<file path="src/rtl/requant_pipe_pkg.sv">
// Shared widths and mode encoding for the requantizer datapath.
package requant_pipe_pkg;

  localparam int unsigned BIAS_WIDTH = 20;
  localparam int unsigned DATA_WIDTH = 8;
  localparam int unsigned QSHIFT_W   = 5;

  typedef enum logic [1:0] {
    QmodeTrunc = 2'd0,
    QmodeSat   = 2'd1,
    QmodeRelu  = 2'd2,
    QmodeRsvd  = 2'd3
  } qmode_e;

endpackage

</file>
<file path="src/rtl/requant_lane.sv">
// One requantizer lane: S1 rounds and shifts, S2 clamps, applies ReLU and flags saturation.
module requant_lane
  import requant_pipe_pkg::*;
#(
  parameter int unsigned IN_W   = BIAS_WIDTH,
  parameter int unsigned OUT_W  = DATA_WIDTH,
  parameter int unsigned SIGNED = 0,
  parameter int unsigned SH_W   = $clog2(BIAS_WIDTH)
) (
  input  logic              clk,
  input  logic              rst,
  input  logic              en,
  input  qmode_e            mode,
  input  logic [SH_W-1:0]   shift,
  input  logic [IN_W-1:0]   din,
  output logic [OUT_W-1:0]  dout,
  output logic              sat
);

  localparam int unsigned TW = IN_W + 1;

  logic [IN_W:0]    ext, rnd, t, r_d, r_q;
  qmode_e           mode_q;
  logic [OUT_W-1:0] dout_d, dout_q;
  logic             sat_d, sat_q, neg, over;

  always_comb begin
    ext = (SIGNED != 0) ? {din[IN_W-1], din} : {1'b0, din};
    rnd = '0;
    if (shift != '0) rnd = TW'(1) << (shift - 1'b1);
    t = ext + rnd;
    if (mode == QmodeTrunc) r_d = TW'(din[OUT_W-1:0]);
    else if (SIGNED != 0)   r_d = $signed(t) >>> shift;
    else                    r_d = t >> shift;
  end

  always_ff @(posedge clk or posedge rst) begin
    if (rst) begin
      r_q    <= '0;
      mode_q <= QmodeTrunc;
    end else if (en) begin
      r_q    <= r_d;
      mode_q <= mode;
    end
  end

  // Signed result fits when all bits from the output sign bit upward agree.
  always_comb begin
    dout_d = r_q[OUT_W-1:0];
    sat_d  = 1'b0;
    neg    = 1'b0;
    over   = 1'b0;
    if (mode_q != QmodeTrunc) begin
      if (SIGNED != 0) begin
        neg  = r_q[IN_W];
        over = !((&r_q[IN_W:OUT_W-1]) || !(|r_q[IN_W:OUT_W-1]));
        if (over) dout_d = neg ? {1'b1, {(OUT_W-1){1'b0}}} : {1'b0, {(OUT_W-1){1'b1}}};
        sat_d = over;
        if (mode_q == QmodeRelu && neg) begin
          dout_d = '0;
          sat_d  = 1'b0;
        end
      end else begin
        over = |r_q[IN_W:OUT_W];
        if (over) dout_d = '1;
        sat_d = over;
      end
    end
  end

  always_ff @(posedge clk or posedge rst) begin
    if (rst) begin
      dout_q <= '0;
      sat_q  <= 1'b0;
    end else if (en) begin
      dout_q <= dout_d;
      sat_q  <= sat_d;
    end
  end

  assign dout = dout_q;
  assign sat  = sat_q;

endmodule

</file>
<file path="src/rtl/requant_pipe.sv">
// Two-stage requantizer with a single global stall and a sticky saturation event counter.
module requant_pipe
  import requant_pipe_pkg::*;
#(
  parameter int unsigned LANES   = 4,
  parameter int unsigned IN_W    = BIAS_WIDTH,
  parameter int unsigned OUT_W   = DATA_WIDTH,
  parameter int unsigned SIGNED  = 0,
  parameter int unsigned SHIFT_W = QSHIFT_W,
  parameter int unsigned CNT_W   = 16
) (
  input  logic                   clk,
  input  logic                   rst,
  input  logic [1:0]             cfg_mode,
  input  logic [SHIFT_W-1:0]     cfg_shift,
  input  logic                   in_valid,
  output logic                   in_ready,
  input  logic [LANES*IN_W-1:0]  in_data,
  output logic                   out_valid,
  input  logic                   out_ready,
  output logic [LANES*OUT_W-1:0] out_data,
  input  logic                   sat_clr,
  output logic [CNT_W-1:0]       sat_cnt
);

  localparam int unsigned SH_W = $clog2(IN_W);

  logic             en, v1_q, v2_q;
  logic [SH_W-1:0]  shift_c;
  logic [LANES-1:0] lane_sat;
  logic [CNT_W-1:0] cnt_q;

  assign en        = !v2_q || out_ready;
  assign in_ready  = en;
  assign out_valid = v2_q;
  assign sat_cnt   = cnt_q;

  always_comb begin
    if (32'(cfg_shift) > IN_W - 1) shift_c = SH_W'(IN_W - 1);
    else                           shift_c = SH_W'(cfg_shift);
  end

  always_ff @(posedge clk or posedge rst) begin
    if (rst) begin
      v1_q <= 1'b0;
      v2_q <= 1'b0;
    end else if (en) begin
      v1_q <= in_valid;
      v2_q <= v1_q;
    end
  end

  for (genvar i = 0; i < LANES; i++) begin : g_lane
    requant_lane #(
      .IN_W   (IN_W),
      .OUT_W  (OUT_W),
      .SIGNED (SIGNED),
      .SH_W   (SH_W)
    ) u_lane (
      .clk   (clk),
      .rst   (rst),
      .en    (en),
      .mode  (qmode_e'(cfg_mode)),
      .shift (shift_c),
      .din   (in_data[i*IN_W +: IN_W]),
      .dout  (out_data[i*OUT_W +: OUT_W]),
      .sat   (lane_sat[i])
    );
  end

  // Clear has priority; the count sticks at all-ones.
  always_ff @(posedge clk or posedge rst) begin
    if (rst) begin
      cnt_q <= '0;
    end else if (sat_clr) begin
      cnt_q <= '0;
    end else if (out_valid && out_ready && (|lane_sat) && !(&cnt_q)) begin
      cnt_q <= cnt_q + 1'b1;
    end
  end

endmodule

</file>
<file path="config.mk">
export PLATFORM = sky130hd
export DESIGN_NAME = requant_pipe
export DESIGN_NICKNAME = d
export VERILOG_FILES = /design/src/rtl/requant_pipe_pkg.sv /design/src/rtl/requant_lane.sv /design/src/rtl/requant_pipe.sv
export SDC_FILE = /design/constraint.sdc
export NUM_CORES = 1
export LEC_CHECK = 0
export BUFFER_PORTS_ARGS = -buffer_cell sky130_fd_sc_hd__buf_2
export CAP_MARGIN = 20
export CORE_MARGIN = 1
export CORE_UTILIZATION = 46
export DETAILED_ROUTE_END_ITERATION = 7
export SLEW_MARGIN = 40
export SYNTH_ARGS = -nofsm -noshare
export SYNTH_HDL_FRONTEND = slang
export SYNTH_HIERARCHICAL = 1
export SYNTH_SLANG_ARGS = --single-unit
</file>
<file path="constraint.sdc">
create_clock -name clk -period 4.7 [get_ports clk]
set_clock_uncertainty 0.2 [all_clocks]
set_input_delay 1.175 -clock clk [delete_from_list [all_inputs] [get_ports clk]]
set_output_delay 1.175 -clock clk [all_outputs]
set_load 0.03 [all_outputs]
</file>
Word level (Yosys, flattened, before mapping)
Index checks and enable logic that the tools add are counted.
{"block": "word_totals", "romBits": 0, "regBits": 140, "inputBits": 92, "n_memories": 0, "output_inout_bits": 50, "latch_bits": 0, "ram_bits": 0}
{"block": "classes", "n_addsub": 6, "n_reduce_logical": 16, "mux": 20, "bitwise": 0, "shifts": 5, "magnitude_cmp": 1, "n_eq_ne": 0, "multipliers": 0, "div": 0}
{"op": "2-to-1 mux 21 bit", "n": 5}
{"op": "adder 20 x 21 -> 21 bit", "n": 4}
{"op": ">> shifter 21 x 5 -> 21 bit", "n": 4}
{"op": "2-to-1 mux 8 bit", "n": 8}
{"op": "OR reduction 13 bit", "n": 4}
{"op": "2-to-1 mux 16 bit", "n": 2}
{"op": "left shift 1 x 5 -> 21 bit, first input constant", "n": 1}
{"op": "adder 16 x 1 -> 16 bit, second input constant", "n": 1}
{"op": "AND reduction 16 bit", "n": 1}
{"op": "> comparator 5 bit, second input constant", "n": 1}
{"op": "2-to-1 mux 5 bit", "n": 1}
{"op": "nonzero test 5 bit", "n": 1}
{"op": "subtractor 5 x 1 -> 5 bit, second input constant", "n": 1}
{"op": "2-to-1 mux 1 bit", "n": 4}
{"op": "nonzero test 2 bit", "n": 2}
{"op": "OR reduction 4 bit", "n": 1}
{"op": "logical AND 1 bit", "n": 3}
{"op": "zero test 1 bit", "n": 2}
{"op": "zero test 2 bit", "n": 1}
{"op": "logical OR 1 bit", "n": 1}

Logic depth before layout (Yosys ltp)
Gate-level depths: netlist of run 1.
{"block": "depth", "word_depth": 8, "mapped_depth": 19, "depth_no_buf": 17}

By module
Netlist of run 1, hierarchy kept.
{"mod": "requant_lane at g_lane[0].u_lane ...", "n_inst": 2, "cells_each": 447, "area_each_um2": 3706.1, "seq_area_each_um2": 800.8}
{"mod": "requant_lane at g_lane[2].u_lane", "n_inst": 1, "cells_each": 501, "area_each_um2": 3988.8, "seq_area_each_um2": 800.8}
{"mod": "requant_lane at g_lane[3].u_lane", "n_inst": 1, "cells_each": 500, "area_each_um2": 3881.2, "seq_area_each_um2": 800.8}
{"mod": "requant_pipe", "n_inst": 1, "cells_each": 118, "area_each_um2": 1111.1, "seq_area_each_um2": 450.4}

Worst setup path after synthesis of run 1
OpenSTA, ideal clock, no wires.
{"block": "synth_path", "path_type": "input to register", "start": "in cfg_shift[3]", "end": "reg g_lane[3].u_lane.r_q[12]", "arrival_ps": 5231, "path_buffers": 2, "path_stages": 18, "path_slack_ps": -857, "setup_time_ps": 126, "cell_sequence": "o21ai_0 > nand2b_1 > clkinv_1 > buf_2 > clkbuf_1 > nand2_1 > nor3_1 > ha_1 > inv_1 > fa_1 > nand2b_1 > a21oi_2 > o21a_1 > nor2_2 > xnor2_1 > a221o_1 > mux4_2 > a221o_1"}
{"block": "synth_between", "elab_chain_cells": 8, "word_cells_on_any_way": 9}
{"element": "start: declaration", "line_no": "requant_pipe.sv:15", "rtl": "input logic [SHIFT_W-1:0] cfg_shift,"}
{"element": "> comparator 5 bit (*)", "line_no": "requant_pipe.sv:39", "rtl": "if (32'(cfg_shift) > IN_W - 1) shift_c = SH_W'(IN_W - 1);"}
{"element": "2-to-1 mux 5 bit (*)", "line_no": "requant_pipe.sv:39"}
{"element": "named net shift_c[1]", "line_no": "requant_pipe.sv:29", "rtl": "logic [SH_W-1:0] shift_c;"}
{"element": "subtractor 5 x 1 -> 5 bit", "line_no": "requant_lane.sv:30", "rtl": "if (shift != '0) rnd = TW'(1) << (shift - 1'b1);"}
{"element": "left shift 1 x 5 -> 21 bit", "line_no": "requant_lane.sv:30"}
{"element": "2-to-1 mux 21 bit", "line_no": "requant_lane.sv:30"}
{"element": "adder 20 x 21 -> 21 bit", "line_no": "requant_lane.sv:31", "rtl": "t = ext + rnd;"}
{"element": ">> shifter 21 x 5 -> 21 bit (*)", "line_no": "requant_lane.sv:34", "rtl": "else r_d = t >> shift;"}
{"element": "2-to-1 mux 21 bit (*)", "line_no": "requant_lane.sv:32", "rtl": "if (mode == QmodeTrunc) r_d = TW'(din[OUT_W-1:0]);"}
{"element": "end signal: assignment", "line_no": "requant_lane.sv:42", "rtl": "r_q <= r_d;"}
{"element": "end: declaration", "line_no": "requant_lane.sv:22", "rtl": "logic [IN_W:0] ext, rnd, t, r_d, r_q;"}
The timed path passes the listed nets; every way through them passes the cells marked *.
A chain may end at the register's enable or synchronous reset.

Worst setup path in the final report of run 1
{"block": "layout_path", "start": "in cfg_shift[3]", "end": "reg g_lane[0].u_lane.r_q[8]"}
{"block": "layout_between", "elab_chain_cells": 8, "word_cells_on_any_way": 9}
{"element": "> comparator 5 bit", "line_no": "requant_pipe.sv:39"}
{"element": "2-to-1 mux 5 bit (*)", "line_no": "requant_pipe.sv:39"}
{"element": "named net shift_c[3]", "line_no": "requant_pipe.sv:29"}
{"element": "subtractor 5 x 1 -> 5 bit", "line_no": "requant_lane.sv:30"}
{"element": "left shift 1 x 5 -> 21 bit", "line_no": "requant_lane.sv:30"}
{"element": "2-to-1 mux 21 bit", "line_no": "requant_lane.sv:30"}
{"element": "adder 20 x 21 -> 21 bit", "line_no": "requant_lane.sv:31"}
{"element": ">> shifter 21 x 5 -> 21 bit (*)", "line_no": "requant_lane.sv:34"}
{"element": "2-to-1 mux 21 bit (*)", "line_no": "requant_lane.sv:32"}
{"element": "end signal: assignment", "line_no": "requant_lane.sv:42"}
{"element": "end: declaration", "line_no": "requant_lane.sv:22"}
Marks and branches as above.

==> results.md, run 1 <==
- F_max: 0.216 GHz
- Clock latency on the worst-skew pair: 0.43 ns
- Placed cell count: 3028
- Hold Crit Start: v1_q
- Root buffer cell: clkbuf_16
- Cell taking the most area after synthesis: dfrtp_1
- Hpwl dp: 48500 µm
- Number of synthesized register bits: 146
- Syn_nets: 2190
- Max clock buf depth: 2
- Most used DFF post-synth: dfrtp_1
- Async SR Flop Fraction: 100%
- RSZ-0062 raised after global routing: yes
- Most frequent cell after synthesis: nor2_1
- Adder-cell share of the synthesized area: 6.67%
- RD Place Congestion: 0.989
- Core ar.: 34800 µm²
- Initial antenna violation count: 1
- Syn_area_per_cell: 8.14 µm²
- Largest family of logic cells by synthesized area: compound AO/OA/AOI/OAI gates
- Post-DR vias/cell: 6.16
- Row cnt: 68
- Routed WL: 62500 µm
- R2R cell count: 8
- Cell mode on critical path: buf_6
- Sequential fraction of the synthesis area: 22.3%
- Crit-path slowest cell: a222oi_1
- Die outline width: 191 µm
- Vias in the first global route: 18150
- Via count: 19066
- Startpoint class of the critical path: primary input
- Cell Pwr Density: 236 nW/µm²
- Worst Path Arrival: 4.79 ns
- Worst-margin pin slew: 0.707 ns
- Area Overhead vs Synth: 42.2%
- Pin count of the biggest net entering global routing: 35
- Required @ worst endpoint: 4.85 ns
- CP Cell Sequence: buf_8 -> nor2b_4 -> buf_6 -> nor2_4 -> inv_2 -> buf_6 -> nor3_4 -> ha_2 -> inv_2 -> fa_2 -> nand2b_4 -> a21o_4 -> a21oi_4 -> nor2_2 -> xor2_1 -> a222oi_1 -> buf_4 -> buf_6 -> o211ai_1 -> a311o_1 -> o2bb2ai_1
- Synth Instances: 2013
- Total CTS buffers: 17
- Static leakage: 0.0106 µW
- CTS tree: done
- Fin cells: 3095
- Hold Path Class: reg -> reg
- Final setup viols: 0
- Clock tree sinks: 146
- Worst R2R End: g_lane[2].u_lane/r_q[2]
- Hold Path End: out_valid
- CP Class: in -> reg
- WL/cell: 20.2 µm
- Slew HR: 52.8%
- Antenna Nets Post-Route: 0
- Fraction of layout cells with a size suffix above 1: 40.5%
- Clock transition at path regs: 0.06 ns
- Final core occ: 67.0%
- Minimum clock period: 4.64 ns
- Initial core utilization: 47.1%
- Die area: 36400 µm²
- Final hold viol count: 0
- Leading post-synthesis cells by cell area: dfrtp_1 (22%), ha_1 (6.2%), nor2_1 (4.9%)
- I/O Buffers: 141
- GR Overflow Total: 0
- Total power: 5510 µW
- Drt initial violations: 1581
- I/O pins: 142
- XOR/XNOR share of the synthesized area: 3.69%
- Global-route wire length before repair: 97400 µm
- # Max-Cap Violations: 0
- GR peak layer: met2
- Cell area after synthesis: 16400 µm²
- Global-route usage over all layers: 33.6%
- DRC Markers: 0
- Cells on Worst Hold Path: 1
- Max-slew violations: 0
- Crit path max fanout: 7
- Worst R2R Start: out_valid
- Met3 usage: 5.32%
- Ant diodes: 0
- Worst vdd ir: 0.000320 V
- Final period util: 98.7%
- Worst reg-to-reg setup slack: 1.81 ns
- Synth top cells by count: nor2_1 (215), nand2_1 (211), dfrtp_1 (146), a21oi_1 (141), ha_1 (81)
- TritonRoute pass-1 iters: 5
- H-Tree Depth: 4
- Compound-cell area share of the yosys netlist: 29.9%
- M2 GR Usage: 54.0%
- Nets@finish: 2804
- Die Height: 191 µm
- Grt met1 use: 46.7%
- Simple-gate portion of the synthesized area: 22.6%
- Max incr delay on CP: 0.42 ns
- Post-synthesis mux area share: 10.4%
- Post-synth EDFFs: 0
- Share of the synthesized area in the top cell type: 22.3%
- Ys Warns: 6
- Outcome: completed
- Crit. End Element: register
- Post-synthesis cell type count: 121
==> placed cells by master (no fill, tap or decap), types with 36 or more instances in the layout <==
| cell type | count |
|---|---|
| nor2_1 | 191 |
| xnor2_1 | 37 |
| nand2_1 | 188 |
| nor3_1 | 41 |
| o21ai_0 | 67 |
| mux2i_1 | 70 |
| o211ai_1 | 36 |
| dfrtp_1 | 146 |
| a21oi_1 | 125 |
| inv_1 | 47 |
| buf_2 | 140 |
| ha_1 | 67 |
| buf_4 | 532 |
==> worst max path at each step <==
stage | slack, ns | startpoint | to
4_1_cts | 0.002 | cfg_shift[3] | g_lane[1].u_lane/r_q[3]
3_3_place_gp | -0.61 | cfg_shift[4] | g_lane[1].u_lane/r_q[3]
2_1_floorplan | -0.05 | cfg_shift[2] | g_lane[3].u_lane/r_q[12]
5_1_grt | -0.08 | cfg_shift[3] | g_lane[0].u_lane/r_q[8]
3_5_place_dp | -0.64 | cfg_shift[4] | g_lane[0].u_lane/r_q[3]
6_report | 0.06 | cfg_shift[3] | g_lane[0].u_lane/r_q[8]
==> metrics by stage <==
stage	area [µm²]	hold slack [ns]	setup slack (ns)	TNS [ns]
finish	23300	0.267	0.0608	0
CTS	22200	0.268	0.00169	0
global route	23300	0.292	-0.0788	-0.558
floorplan	16700	0.230	-0.0501	-0.0995
global placement	21400	0.238	-0.614	-32.04
detailed placement	21400	0.251	-0.642	-36.29
==> critical path: cells and delay by family <==
kind / cells / cell delay [ns]
compound gates: 6 / 1.49
fa+ha+maj: 2 / 0.56
simple gates: 5 / 0.66
xor+xnor: 1 / 0.16
buf+inv: 7 / 0.75
==> registers in the layout, summed over array words and instances, names as in the netlist <==
| name | flops |
|---|---|
| v1_q | 1 |
| sat_cnt | 16 |
| g_lane.u_lane/dout | 32 |
| g_lane.u_lane/mode_q | 8 |
| out_valid | 1 |
| g_lane.u_lane/sat | 4 |
| g_lane.u_lane/r_q | 84 |
==> power by group <==
part	internal, µW	total [µW]	switching, µW	leakage [µW]
sequential	1460	1610	153	0.00182
clock	948	1530	581	0.000314
combinational	1020	2370	1350	0.00844
==> layout make-up <==
type                    instances  area [µm²]
well taps                     455         569
clock inverters                15         231
fillers                      2914       11500
inverters                      68         293
multi-input cells            1696       13100
flip-flops and latches        146        3650
clock buffers                  17         425
repair buffers                698        5060
==> repair_timing <==
action,in CTS,in global routing
gates resized for setup,31,183
hold buffers,0,0
buffers inserted,4,33
pin swaps,7,77
setup endpoints to repair,51,79
==> cells by family (layout without fill, tap and decap cells) <==
kind of cell,after synthesis,in the layout
mux,130,130
buf+inv,171,798
compound gates,663,663
fa+ha+maj,85,85
xor+xnor,69,69
flops,146,146
simple gates,749,749
==> routing by layer <==
layer / wire, µm / vias up / share of wire [%]
li1: - / 8901 / -
met1: 27600 / 9238 / 44
met2: 29000 / 805 / 46
met3: 4440 / 120 / 7.1
met4: 1540 / 2 / 2.5
met5: 13 / - / 0.021
Power figures use the tool's default switching activity.
==> run 2: changes to the inputs <==
--- a/config.mk
+++ b/config.mk
@@ -10,6 +10,7 @@
 export CORE_MARGIN = 1
 export CORE_UTILIZATION = 46
 export DETAILED_ROUTE_END_ITERATION = 7
+export MAX_ROUTING_LAYER = met4
 export SLEW_MARGIN = 40
 export SYNTH_ARGS = -nofsm -noshare
 export SYNTH_HDL_FRONTEND = slang
==> run 2 against run 1 <==
Power decreased by 2.6%. Sequential power about the same. Die area did not move. Clock power is 8% lower. Routed wire length hardly changed. Non-clock buffer count is 14 lower. Via count down 1.2%. Hold slack improved by 0.0015 ns.
==> results.md, run 2 (synthesis gave the netlist of run 1 again) <==
- I/O pins: 142 (unchanged)
- Global-route usage over all layers: 34.7% (+1.1 points)
- Via count: 18838 (-1.2%)
- Drt initial violations: 1538 (-2.7%)
- Most frequent cells in the layout: buf_4 (526), nor2_1 (204), nand2_1 (189)
- Crit-path slowest cell: mux4_2
- Static leakage: 0.0104 µW (-1.3%)
- Required @ worst endpoint: 4.82 ns (-0.03 ns)
- RD Place Congestion: 0.984 (-0.48%)
- Max clock buf depth: 2 (unchanged)
- CP Class: in -> reg
- GR Overflow Total: 0 (unchanged)
- Initial antenna violation count: 0 (-1)
- Worst-margin pin slew: 0.766 ns (+0.0584 ns)
- Antenna Nets Post-Route: 0 (unchanged)
- Post-CTS Hold Buffers: 0 (unchanged)
- DRC Markers: 0 (unchanged)
- Clock tree sinks: 146 (unchanged)
- Die Height: 191 µm (unchanged)
- # Max-Cap Violations: 0 (unchanged)
- Max incr delay on CP: 0.52 ns (+0.10 ns)
- Initial core utilization: 47.1% (unchanged)
- Hpwl dp: 48700 µm (+0.41%)
- Max-slew violations: 0 (unchanged)
- Placed cell count: 3022 (-0.20%)
- Crit path max fanout: 10 (+3)
- RSZ-0062 raised after global routing: yes
- Top register by number of flip-flops: g_lane.u_lane/r_q
- Row cnt: 68 (unchanged)
- Final hold viol count: 0 (unchanged)
- Largest register FFs: 84 (unchanged)
- Final core occ: 65.7% (-1.3 points)
- Fill cells: 3076 (+5.6%)
- F_max: 0.217 GHz (+0.62%)
- Minimum clock period: 4.61 ns (-0.0287 ns)
- CTS tree: done
- CP Cell Sequence: buf_6 -> o21ai_4 -> buf_4 -> nand2b_4 -> buf_12 -> buf_6 -> nand2_8 -> nor3_4 -> ha_2 -> inv_2 -> fa_2 -> nand2b_4 -> a21oi_4 -> o21ai_2 -> a22oi_4 -> mux2i_4 -> o31ai_2 -> mux4_2 -> a221o_1
- Die area: 36400 µm² (unchanged)
- Hold Path Class: reg -> reg
- Finished layout cell area: 22900 µm² (-1.9%)
- Clock latency on the worst-skew pair: 0.44 ns (about the same)
- Nets@finish: 2791 (-0.46%)
- Worst vdd ir: 0.000318 V (-0.67%)
- TritonRoute pass-1 iters: 5 (unchanged)
- Fraction of layout cells with a size suffix above 1: 39.0% (-1.6 points)
- Cell Pwr Density: 235 nW/µm² (-0.69%)
- Total CTS buffers: 17 (unchanged)
- Post-DP Area: 21300 µm² (-0.33%)
- H-Tree Depth: 4 (unchanged)
- Slew HR: 48.8% (-4.0 points)
- Root buffer cell: clkbuf_16
- Fin cells: 3082 (-0.42%)
- Most common cell after layout, fill and taps aside: buf_4
- Startpoint class of the critical path: primary input
- Final period util: 98.1% (-0.61 points)
- Core ar.: 34800 µm² (unchanged)
- Clock transition at path regs: 0.07 ns (about the same)
- Vias in the first global route: 18006 (-0.79%)
- Final setup viols: 0 (unchanged)
- Outcome: completed
- Worst Path Arrival: 4.73 ns (-0.06 ns)
- Ant diodes: 0 (unchanged)
- Crit. End Element: register
- Die outline width: 191 µm (unchanged)
- WL/cell: 20.3 µm (+0.35%)
- Post-DR vias/cell: 6.11 (-0.78%)
- Global-route wire length before repair: 97200 µm (-0.13%)
- Area Overhead vs Synth: 39.4%
- I/O Buffers: 141 (unchanged)
- Pin count of the biggest net entering global routing: 39 (+11%)
- Routed WL: 62500 µm (about the same)
[run 2: critical path: cells and delay by family]
family	cells	cell delay (ns)
compound gates	6	1.06
mux	2	0.84
buf+inv	5	0.60
fa+ha+maj	2	0.56
simple gates	4	0.48
[run 2: what timing repair did]
| item | 4_1_cts | 5_1_grt |
|---|---|---|
| endpoints found under the setup margin | 20 | 75 |
| setup buffers | 5 | 22 |
| pin swaps | 3 | 53 |
| resized for setup | 9 | 154 |
| cloned | 1 | 0 |
[run 2: path summary, 6_finish.rpt]
kind                                                  to  cells after the start  slack [ns]          from
worst max-delay path            g_lane[3].u_lane/r_q[12]                     19        0.09  cfg_shift[4]
min in group asynchronous       g_lane[2].u_lane/r_q[20]                      2        0.65           rst
max in group asynchronous       g_lane[2].u_lane/r_q[14]                      3        3.08           rst
worst min-delay path                           out_valid                      1        0.27          v1_q
worst max register to register   g_lane[2].u_lane/r_q[2]                      8        1.73     out_valid
worst min register to register                 out_valid                      1        0.27          v1_q
[run 2: final cells by class]
class	instances	area, µm²	share of cell area, %
flip-flops and latches	146	3650	16.0
multi-input cells	1697	12900	56.3
well taps	455	569	2.49
repair buffers	684	4870	21.3
clock inverters	15	164	0.717
inverters	68	300	1.31
clock buffers	17	425	1.86
[run 2: per-stage QoR]
| stage | hold slack, ns | TNS [ns] | total power (µW) | setup slack [ns] |
|---|---|---|---|---|
| after detailed placement | 0.254 | -31.61 | 3830 | -0.539 |
| after global routing | 0.291 | -0.528 | 5630 | -0.0815 |
| after floorplan | 0.230 | -0.0995 | 2910 | -0.0501 |
| after CTS | 0.271 | 0 | 5270 | 0.00493 |
| final | 0.268 | 0 | 5370 | 0.0894 |
| after global placement | 0.238 | -28.89 | 3790 | -0.566 |
[run 2: per-layer routing]
layer / vias up / track usage [%] / routed length, µm
met5: - / - / 0
met4: 0 / 9.94 / 1470
met3: 101 / 3.72 / 3730
met2: 742 / 53.4 / 28900
met1: 9116 / 47.8 / 28400
li1: 8879 / - / -
[run 2: report_power, final]
part	switching [µW]	total, µW	internal, µW
logic	1350	2360	1010
clock network	648	1410	758
registers	150	1610	1460
==> run 3: changes to the inputs <==
--- a/config.mk
+++ b/config.mk
@@ -9,8 +9,10 @@
 export CAP_MARGIN = 20
 export CORE_MARGIN = 1
 export CORE_UTILIZATION = 46
+export CTS_BUF_LIST = sky130_fd_sc_hd__clkbuf_8
 export DETAILED_ROUTE_END_ITERATION = 7
 export MAX_ROUTING_LAYER = met4
+export PLACE_DENSITY = 0.67
 export SLEW_MARGIN = 40
 export SYNTH_ARGS = -nofsm -noshare
 export SYNTH_HDL_FRONTEND = slang
==> run 3 against run 2 <==
Non-clock buffer count fell by 8. Sequential cell count did not move. Power fell by 9.3%. Global-route usage fell by 1.8 points. Hold slack improved by 0.0089 ns. Via count fell by 0.13%. First-iteration DRC count rose by 3.4%. Critical path type unchanged. Largest power group unchanged. Highest routed layer unchanged.
==> results.md, run 3 (synthesis gave the netlist of run 1 again) <==
- Outcome: completed
- Placed cell count: 3020 (-0.066%)
- Clock power frac: 19.9% (-6.3 points)
- Vias in the first global route: 17769 (-1.3%)
- Worst R2R Start: out_valid
- Clock transition at path regs: 0.09 ns (+0.02 ns)
- H-Tree Depth: 4 (unchanged)
- F_max: 0.216 GHz (-0.60%)
- Core ar.: 34800 µm² (unchanged)
- Sequential power share: 32.8% (+2.9 points)
- Nets@finish: 2783 (-0.29%)
- Fraction of layout cells with a size suffix above 1: 37.5% (-1.4 points)
- Crit. End Element: register
- Initial antenna violation count: 0 (unchanged)
- Hpwl dp: 46700 µm (-4.1%)
- Fin cells: 3074 (-0.26%)
- Max-slew violations: 0 (unchanged)
- Static leakage: 0.0102 µW (-2.0%)
- R2R cell count: 8 (unchanged)
- Max incr delay on CP: 0.34 ns (-0.18 ns)
- Cell mode on critical path: buf_4
- Minimum clock period: 4.64 ns (+0.0279 ns)
- CTS tree: done
- Psw: 2030 µW (-5.5%)
- Root buffer cell: clkbuf_8
- Via count: 18813 (-0.13%)
- # Max-Cap Violations: 0 (unchanged)
- RD Place Congestion: 0.978 (-0.67%)
- WL/cell: 19.3 µm (-4.9%)
- Register area: 3650 µm² (unchanged)
- Gate power share: 47.3% (+3.4 points)
- Startpoint class of the critical path: primary input
- Routed WL: 59300 µm (-5.1%)
- Internal: 2840 µW (-12%)
- Most frequent cells in the layout: buf_4 (519), nor2_1 (202), nand2_1 (196)
- Required @ worst endpoint: 4.85 ns (+0.03 ns)
- Die outline width: 191 µm (unchanged)
- Total CTS buffers: 17 (unchanged)
- Worst R2R End: g_lane[2].u_lane/r_q[2]
- Largest register FFs: 84 (unchanged)
- Slew HR: 48.8% (about the same)
- Post-CTS Hold Buffers: 0 (unchanged)
- I/O Buffers: 141 (unchanged)
- Final hold viol count: 0 (unchanged)
- Worst vdd ir: 0.000203 V (-36%)
- RSZ-0062 raised after global routing: yes
- Area occupied by multi-input gates: 12600 µm² (-1.9%)
- Crit-path slowest cell: mux2_1
- Post-DR vias/cell: 6.12 (+0.13%)
- Crit path max fanout: 10 (unchanged)
- Stages on the worst setup path: 19 (unchanged)
- Ant diodes: 0 (unchanged)
- Cells on Worst Hold Path: 1 (unchanged)
- Initial core utilization: 47.1% (unchanged)
- Max clock buf depth: 2 (unchanged)
- Global-route usage over all layers: 32.9% (-1.8 points)
- Most common cell after layout, fill and taps aside: buf_4
- Die area: 36400 µm² (unchanged)
- Total negative setup slack: 0 ns (unchanged)
- Drt initial violations: 1590 (+3.4%)
- Pin count of the biggest net entering global routing: 39 (unchanged)
- Area Overhead vs Synth: 36.5%
- Worst reg-to-reg setup slack: 1.76 ns (+0.03 ns)
- Delay-heaviest family, CP: compound AO/OA/AOI/OAI gates
- Clock latency on the worst-skew pair: 0.46 ns (+0.02 ns)
- Critical Path Source: cfg_shift[3]
- Row cnt: 68 (unchanged)
- Clock tree sinks: 146 (unchanged)
- DRC Markers: 0 (unchanged)
- Worst Path Arrival: 4.79 ns (+0.06 ns)
- Antenna Nets Post-Route: 0 (unchanged)
- Global-route wire length before repair: 93500 µm (-3.8%)
- TritonRoute pass-1 iters: 8 (+3)
- Top register by number of flip-flops: g_lane.u_lane/r_q
- Cell Pwr Density: 218 nW/µm² (-7.3%)
- Worst path bufs/invs: 4 (-1)
- CP Class: in -> reg
- I/O pins: 142 (unchanged)
- CP Cell Sequence: buf_2 -> o21ai_4 -> nand2b_4 -> buf_4 -> nor2_2 -> nand2_1 -> buf_4 -> nor2_1 -> ha_1 -> a21oi_2 -> o21ai_1 -> mux2_1 -> a31oi_1 -> buf_4 -> nand4_2 -> o311a_1 -> a31o_1 -> mux2_2 -> o31ai_2
- Final core occ: 64.3% (-1.4 points)
- GR Overflow Total: 0 (unchanged)
- Final period util: 98.7% (+0.59 points)
- Hold Path Class: reg -> reg
- Critical path endpoint: g_lane[3].u_lane/r_q[3]
- Sw Ratio: 41.7% (+1.7 points)
- Fill cells: 3013 (-2.0%)
- Final setup viols: 0 (unchanged)
- Die Height: 191 µm (unchanged)
- Worst-margin pin slew: 0.765 ns (-0.00102 ns)
- Total power: 4870 µW (-9.3%)
-- run 3: changes by cell type in the layout (fill, tap and decap cells not counted), moves of 4 or more --
cell,before,now
nand2_2,17,13
clkbuf_8,0,17
buf_4,526,519
o21ai_2,12,8
nand2_1,189,196
buf_12,4,9
buf_6,11,4
clkbuf_16,17,0
-- run 3: metal layers --
layer	up-vias	track usage, %	share of wire (%)	wire (µm)
met2	806	51.3	46	27200
met4	0	9.05	2.7	1620
met3	113	4.36	7.2	4300
li1	8871	-	-	-
met1	9023	44.5	44	26100
met5	-	-	0	0
-- run 3: power by group through the flow --
stage / combinational, µW / clock (µW) / sequential, µW
global placement: 2160 / 0 / 1610
CTS: 2210 / 983 / 1600
global route: 2470 / 1040 / 1620
detailed placement: 2200 / 0 / 1620
finish: 2300 / 969 / 1600
floorplan: 1160 / 0 / 1740
-- run 3: layout make-up --
cell class                 count  share of cell area (%)
clock buffer                  17                    1.05
inverter                      68                    1.33
tap                          455                    2.54
sequential                   146                    16.3
multi-input combinational   1697                    56.5
clock inverter                15                   0.638
timing repair buffer         676                    21.7
-- run 3: what timing repair did --
action                                  CTS  global route
cloned                                    0             1
endpoints found under the setup margin    6            71
pin swaps                                 0            37
setup buffers                             0            20
gates resized for setup                   3           101
-- run 3: per-stage QoR --
| stage | cell area (µm²) | worst slack, ns | hold slack [ns] |
|---|---|---|---|
| floorplan | 16700 | -0.0501 | 0.230 |
| global placement | 21400 | -0.497 | 0.237 |
| detailed placement | 21400 | -0.554 | 0.259 |
| CTS | 21800 | 0.0000520 | 0.281 |
| global route | 22400 | -0.0198 | 0.304 |
| finish | 22400 | 0.0615 | 0.277 |
-- run 3: worst min path at each step --
stage / start / endpoint / slack (ns)
global route: v1_q / out_valid / 0.30
floorplan: v1_q / out_valid / 0.23
detailed placement: v1_q / out_valid / 0.26
finish: v1_q / out_valid / 0.28
CTS: v1_q / out_valid / 0.28
global placement: v1_q / out_valid / 0.24
